--- src/rtl/motion_scheduler.sv ---
// motion_scheduler: frame-based round-robin step scheduler for four moving objects,
// each stepping once every period+1 frames while enabled.
module motion_scheduler #(
  parameter int PERIOD_W = 4,
  parameter int DEFAULT_PERIOD = 1
) (
  input  logic                clk,
  input  logic                clr,
  input  logic                tick,
  input  logic                pause,
  input  logic                cfg_we,
  input  logic [1:0]          cfg_idx,
  input  logic [PERIOD_W-1:0] cfg_period,
  input  logic                cfg_en,
  input  logic                ovr_clr,
  output logic [3:0]          step,
  output logic                busy,
  output logic                frame_done,
  output logic                overrun
);
  typedef enum logic {IDLE, SCAN} state_t;
  state_t state, state_nx;
  logic tick_q, rise, visit, fire;
  logic [1:0] idx;
  logic [3:0] en;
  logic [PERIOD_W-1:0] period [4];
  logic [PERIOD_W-1:0] cnt [4];
  assign rise = tick & ~tick_q;
  assign visit = state == SCAN;
  assign busy = visit;
  // A config write to the object under visit suppresses its step this cycle.
  assign fire = visit & en[idx] & cnt[idx] == '0 & ~(cfg_we & cfg_idx == idx);
  assign step = fire ? 4'b1 << idx : 4'b0;
  always_comb begin
    state_nx = visit ? (idx == 2'd3 ? IDLE : SCAN) : (rise & ~pause ? SCAN : IDLE);
  end
  always_ff @(posedge clk or negedge clr) begin
    if (!clr) begin
      state <= IDLE;
      idx <= '0;
      tick_q <= 1'b1;
      frame_done <= 1'b0;
      overrun <= 1'b0;
      en <= 4'b0001;
      for (int i = 0; i < 4; i++) begin
        period[i] <= PERIOD_W'(DEFAULT_PERIOD);
        cnt[i] <= PERIOD_W'(DEFAULT_PERIOD);
      end
    end else begin
      state <= state_nx;
      tick_q <= tick;
      idx <= visit ? idx + 2'd1 : 2'd0;
      frame_done <= visit & idx == 2'd3;
      overrun <= (rise & visit) | (overrun & ~ovr_clr);
      if (visit & en[idx])
        cnt[idx] <= cnt[idx] == '0 ? period[idx] : cnt[idx] - PERIOD_W'(1);
      // Later assignment lets a config write override the visit update.
      if (cfg_we) begin
        period[cfg_idx] <= cfg_period;
        en[cfg_idx] <= cfg_en;
        cnt[cfg_idx] <= cfg_period;
      end
    end
  end
endmodule

--- config.mk ---
export PLATFORM = sky130hd
export DESIGN_NAME = motion_scheduler
export DESIGN_NICKNAME = d
export VERILOG_FILES = /design/src/rtl/motion_scheduler.sv
export SDC_FILE = /design/constraint.sdc
export NUM_CORES = 1
export LEC_CHECK = 0
export ABC_AREA = 1
export ABC_CLOCK_PERIOD_IN_PS = 2240
export CAP_MARGIN = 20
export CORE_MARGIN = 1
export CORE_UTILIZATION = 50
export DETAILED_ROUTE_END_ITERATION = 7
export PLACE_DENSITY_LB_ADDON = 0.12
export REMOVE_ABC_BUFFERS = 1
export SYNTH_ARGS = -nofsm -noshare
export SYNTH_HDL_FRONTEND = slang
export SYNTH_SLANG_ARGS = --single-unit
--- constraint.sdc ---
create_clock -name clk -period 2.24 [get_ports clk]
set_input_delay 0.336 -clock clk [delete_from_list [all_inputs] [get_ports clk]]
set_output_delay 0.336 -clock clk [all_outputs]
set_load 0.005 [all_outputs]
### After elaboration in Yosys (flattened, before gate mapping)

Cells that the tools add are included.

| operators by class | value |
|---|---|
| add/sub/neg operators | 2 |
| order comparisons | 7 |
| equality and inequality tests | 2 |
| shift operators | 1 |
| multiplexer cells | 26 |
| bitwise operators | 16 |
| reduce and logical (&&, ||, !) cells | 4 |

Operator list:

| cell | count |
|---|---|
| bitwise mux 16 bit | 3 |
| two-way mux 16 bit | 2 |
| two-way mux 4 bit | 8 |
| binary-select mux 4 bit (select 2 bit) | 2 |
| demux 4 bit (select 2 bit) | 2 |
| bitwise AND 1 bit | 9 |
| greater-or-equal comparator 3 bit, second input constant | 2 |
| less-than comparator 2 x 3 -> 1 bit, second input constant | 2 |
| less-than comparator 3 x 1 -> 1 bit, second input constant | 2 |
| inverter 2 -> 3 bit | 2 |
| two-way mux 1 bit | 5 |
| bitwise mux 4 bit | 1 |
| logical NOT 4 bit | 1 |
| inverter 1 bit | 4 |
| << shifter 1 x 2 -> 4 bit, first input constant | 1 |
| subtractor 4 x 1 -> 4 bit, second input constant | 1 |
| logical AND 1 bit | 3 |
| adder 2 x 1 -> 2 bit, second input constant | 1 |
| binary-select mux 1 bit (select 2 bit) | 1 |
| demux 1 bit (select 2 bit) | 1 |
| equality test 2 bit | 1 |
| equality test 2 bit, second input constant | 1 |
| greater-or-equal comparator 2 x 1 -> 1 bit, second input constant | 1 |
| two-way mux 2 bit | 1 |
| bitwise OR 1 bit | 1 |

| storage, ports and cells | value |
|---|---|
| flip-flop bits (word level) | 42 |
| bits of input ports | 13 |
| output and inout bits | 7 |
| word-level logic and storage cells | 72 |

### Logic depth before layout (Yosys ltp)

| depth | value |
|---|---|
| depth in word-level cells | 10 |
| mapped depth | 15 |
| depth with buffers taken out | 13 |

### Worst setup path after synthesis

No wires, ideal clock.

| path | value |
|---|---|
| path type | flip-flop to output port |
| from | register idx[0] |
| to | output port step[0] |
| arrival | 1.575 ns |
| data required time | 1.904 ns |
| setup slack | 0.329 ns |
| stages on the path, launching flop included | 11 |
| buffers on the path | 2 |
| cell sequence | dfrtp_1 > buf_6 > buf_6 > a21oi_1 > o21ai_1 > nand2_1 > ha_1 > nand2_1 > nor2_4 > nand2_1 > nor2_1 |

| between the ends | value |
|---|---|
| longest elaborated chain between the ends | 8 |
| elaborated cells between the ends (all ways) | 15 |
| classes of those cells | 1 x eq/ne; 1 x shift; 6 x mux; 6 x bitwise; 1 x reduce/logical |

Ends and longest elaborated chain:

| element | line | source |
|---|---|---|
| start, declared | 24 | `logic [1:0] idx;` |
| start signal, assigned | 52 | `idx <= visit ? idx + 2'd1 : 2'd0;` |
| inverter 2 -> 3 bit (implied by the code) | 32 | `assign fire = visit & en[idx] & cnt[idx] == '0 & ~(cfg_we & cfg_idx == idx);` |
| binary-select mux 4 bit (select 2 bit) | 32 |  |
| two-way mux 4 bit (implied by the code) (2 in series) | 32 |  |
| logical NOT 4 bit | 32 |  |
| bitwise AND 1 bit (2 in series) | 32 |  |
| two-way mux 4 bit (*) | 33 | `assign step = fire ? 4'b1 << idx : 4'b0;` |
| end, declared | 16 | `output logic [3:0] step,` |

Mark *: on every way between the ends. The rest lies on a longest branch, timed or not. The select of a mux whose other input is x is not followed.

### Final worst setup path

| path | value |
|---|---|
| from | register idx[0] |
| to | output port step[1] |

The elaborated chain is that of the path after synthesis.

==> flow_metrics.py <==
metrics = {
    "place": {
        "place_congestion": 0.861,
        "dp.final_hpwl_um": 4200,
        "dp_cells": 401,
        "port_buffers": 19,
    },
    "cells_and_area": {
        "multi_input_area_mm2": 0.00111,
        "regArea_mm2": 0.00106,
        "nFillCells": 368,
        "final_nets": 382,
        "areaGrowthSynthToFinish_pct": 29.7,
        "antenna-diode-count": 0,
        "drive_gt1_frac": 0.282,
        "instances_no_fill": 417,
    },
    "timing": {
        "rsz0062_at_grt": "yes",
        "slew_viol_final": 0,
        "tightest_slew_ns": 0.554,
        "setup_viol": 0,
        "post-route-period-util": 0.979,
        "hold_slack_ns": 0.0908,
        "clock.fmax_mhz": 456,
        "setup_tns_ns": 0,
        "timing.final.crit_period_ns": 2.19,
        "slew-limit-headroom": 0.631,
        "fin_skew_ns": 0.00509,
        "hold_viol_final": 0,
    },
    "synth": {
        "yosysSeqAreaShare": 0.462,
        "syn_area_mm2": 0.00230,
        "ys_top_cells_by_area": "dfrtp_1, nand2_1, dfstp_2",
        "ys_warn_count": 0,
        "syn_area_per_cell_um2": 7.65,
        "ys_types": 26,
        "yosys_register_bits": 42,
        "synth_cells": 301,
        "netlist.area_leader.share": 0.348,
        "synth_largest_area_cell": "dfrtp_1",
    },
    "clock_tree": {
        "clkSlewWorstSetupHoldPaths_ns": 0.08,
        "hold_buffers": 0,
        "tritoncts": "done",
        "cts_sinks": 42,
        "htree_levels": 2,
        "clkLatencyLatePin_ns": 0.30,
        "root_buffer": "clkbuf_8",
        "cts_buffers": 5,
        "clockBufferDepth": 2,
    },
    "flow_run": {
        "max_cap_viol_count": 0,
    },
    "routing": {
        "detail_route.first_pass.iterations": 4,
        "viasPerCell": 5.10,
        "ant_nets": 0,
        "drtIter0Drc": 138,
        "routed_wl_um": 6190,
        "drc_errors": 0,
        "vias": 2125,
        "wl_per_cell_um": 14.9,
    },
    "outcome": {
        "status": "complete, no violations",
    },
    "floorplan": {
        "die_h_um": 69.9,
        "start_util": 0.525,
        "core.rowCount": 24,
        "fp.dieArea_mm2": 0.00488,
        "ios": 20,
        "die_w_um": 69.9,
        "core_area_mm2": 0.00438,
    },
    "setup_path": {
        "crit_type": "flop to output port",
        "start_kind": "flop",
        "worstSetupEndpointType": "output port",
        "cp.required_ns": 1.90,
        "crit_fanout": 5,
        "worstPathArrival_ns": 1.86,
    },
    "power": {
        "power_density_mw_per_mm2": 1360,
        "vdd_drop_max_uv": 718,
        "p_leak_uw": 0.00154,
    },
    "worst_hold_path": {
        "hold_path.class": "input pin to asynchronous set/reset pin",
    },
    "global_route": {
        "grt_pass1_vias": 2160,
        "grt_max_degree": 43,
        "grt_pass1_wl_um": 10300,
        "grt_overflow": 0,
        "grt.total_usage": 0.276,
        "antenna_found_initial": 0,
    },
}
## cell families (layout without fill, tap and decap cells)
group / Yosys count / in the layout / share of synthesized area
compound gates: 50 / 50 / 0.117
simple gates: 158 / 158 / 0.305
buf+inv: 46 / 110 / 0.0896
flops: 42 / 42 / 0.462
fa+ha+maj: 5 / 5 / 0.0272
## critical path, stage by stage (launching register included)
cell and delay (ns):
dfrtp_2 0.46, buf_6 0.15, buf_4 0.14, o21ai_2 0.13, nand2_1 0.12, ha_4 0.19
nand2_4 0.07, nor2_4 0.04, nand2_4 0.09, nor2_2 0.05, buf_2 0.12
## layer usage
layer,vias to the layer above,share of wire,GRT usage
met5,-,0,0
met4,0,0.015,0.0911
met3,12,0.052,0.0592
met2,54,0.48,0.449
met1,988,0.45,0.367
li1,1071,-,-
## cell usage in the layout, fill, tap and decap left out, types with 2 or more instances in the layout
cell type,count
buf_6,6
nand3_1,20
nor2_1,17
a21oi_2,2
or2_1,4
inv_1,34
o21ai_1,9
clkdlybuf4s50_1,14
nand2_1,90
dfrtp_1,31
o21a_1,2
dfstp_2,10
nand3_2,4
clkbuf_8,6
buf_4,36
ha_1,4
o21ai_0,23
nand2_4,4
nor2_2,5
a21oi_1,9
nand2_2,9
inv_2,6
buf_2,5
nor2_4,4
## area by class of cell
type                            instances  share of cell area
Multi-Input combinational cell        213               0.370
Tap cell                               52              0.0218
Clock inverter                          1             0.00168
Clock buffer                            7              0.0289
Sequential cell                        42               0.357
Inverter                               41              0.0524
Timing Repair Buffer                   61               0.168
## through the flow
step | utilization | instance area, um^2 | worst slack [ns] | power, uW
final | 0.681 | 2990 | 0.0474 | 4070
after global routing | 0.681 | 2990 | -0.0260 | 4390
after CTS | 0.670 | 2940 | 0.0296 | 3930
after detailed placement | 0.629 | 2760 | -0.154 | 3190
after global placement | 0.629 | 2760 | -0.0503 | 3170
after floorplan | - | 2250 | 0.174 | 2420
## flip-flops by register name (all words and copies together) (netlist names)
signal,cells
cnt,16
period,16
en,4
idx,2
busy,1
frame_done,1
overrun,1
tick_q,1
## path summary, 6_finish.rpt
kind | start | endpoint | slack (ns) | cells after the start
setup / recovery | idx[0]$_DFF_PN0_ | step[1] | 0.05 | 10
hold / removal | clr | frame_done$_DFF_PN0_ | 0.09 | 2
setup reg to reg | idx[0]$_DFF_PN0_ | cnt[9]$_DFF_PN0_ | 0.24 | 13
hold reg to reg | period[0]$_DFFE_PN1P_ | period[0]$_DFFE_PN1P_ | 0.47 | 2
max in group asynchronous | clr | cnt[8]$_DFF_PN1_ | 1.74 | 2
min in group clk | period[0]$_DFFE_PN1P_ | period[0]$_DFFE_PN1P_ | 0.47 | 2
## Yosys cell counts
cell	number
nand3_1	22
nand2_2	9
o21ai_0	23
a21oi_1	10
nand3_2	2
inv_4	1
o21bai_1	1
o211ai_1	1
nand2_4	1
dfrtp_1	32
buf_2	1
inv_1	35
nor2_1	23
nand2_1	93
a21oi_2	1
o21a_1	2
inv_2	5
o21ai_1	10
o2111ai_1	1
nor3_2	1
ha_1	5
buf_6	4
o22ai_1	1
or2_1	4
nor2_4	3
dfstp_2	10
## power breakdown
group	leakage (uW)	switching, uW	internal (uW)
combinational	0.000996	1310	1060
clock	0.0000482	258	249
sequential	0.000497	151	1040
## repair_timing
action | in CTS | in global routing
setup endpoints to repair | 4 | 4
pin swaps | 10 | 12
buffers inserted | 6 | 4
gates resized for setup | 35 | 9
(Power assumes the default switching activity.)
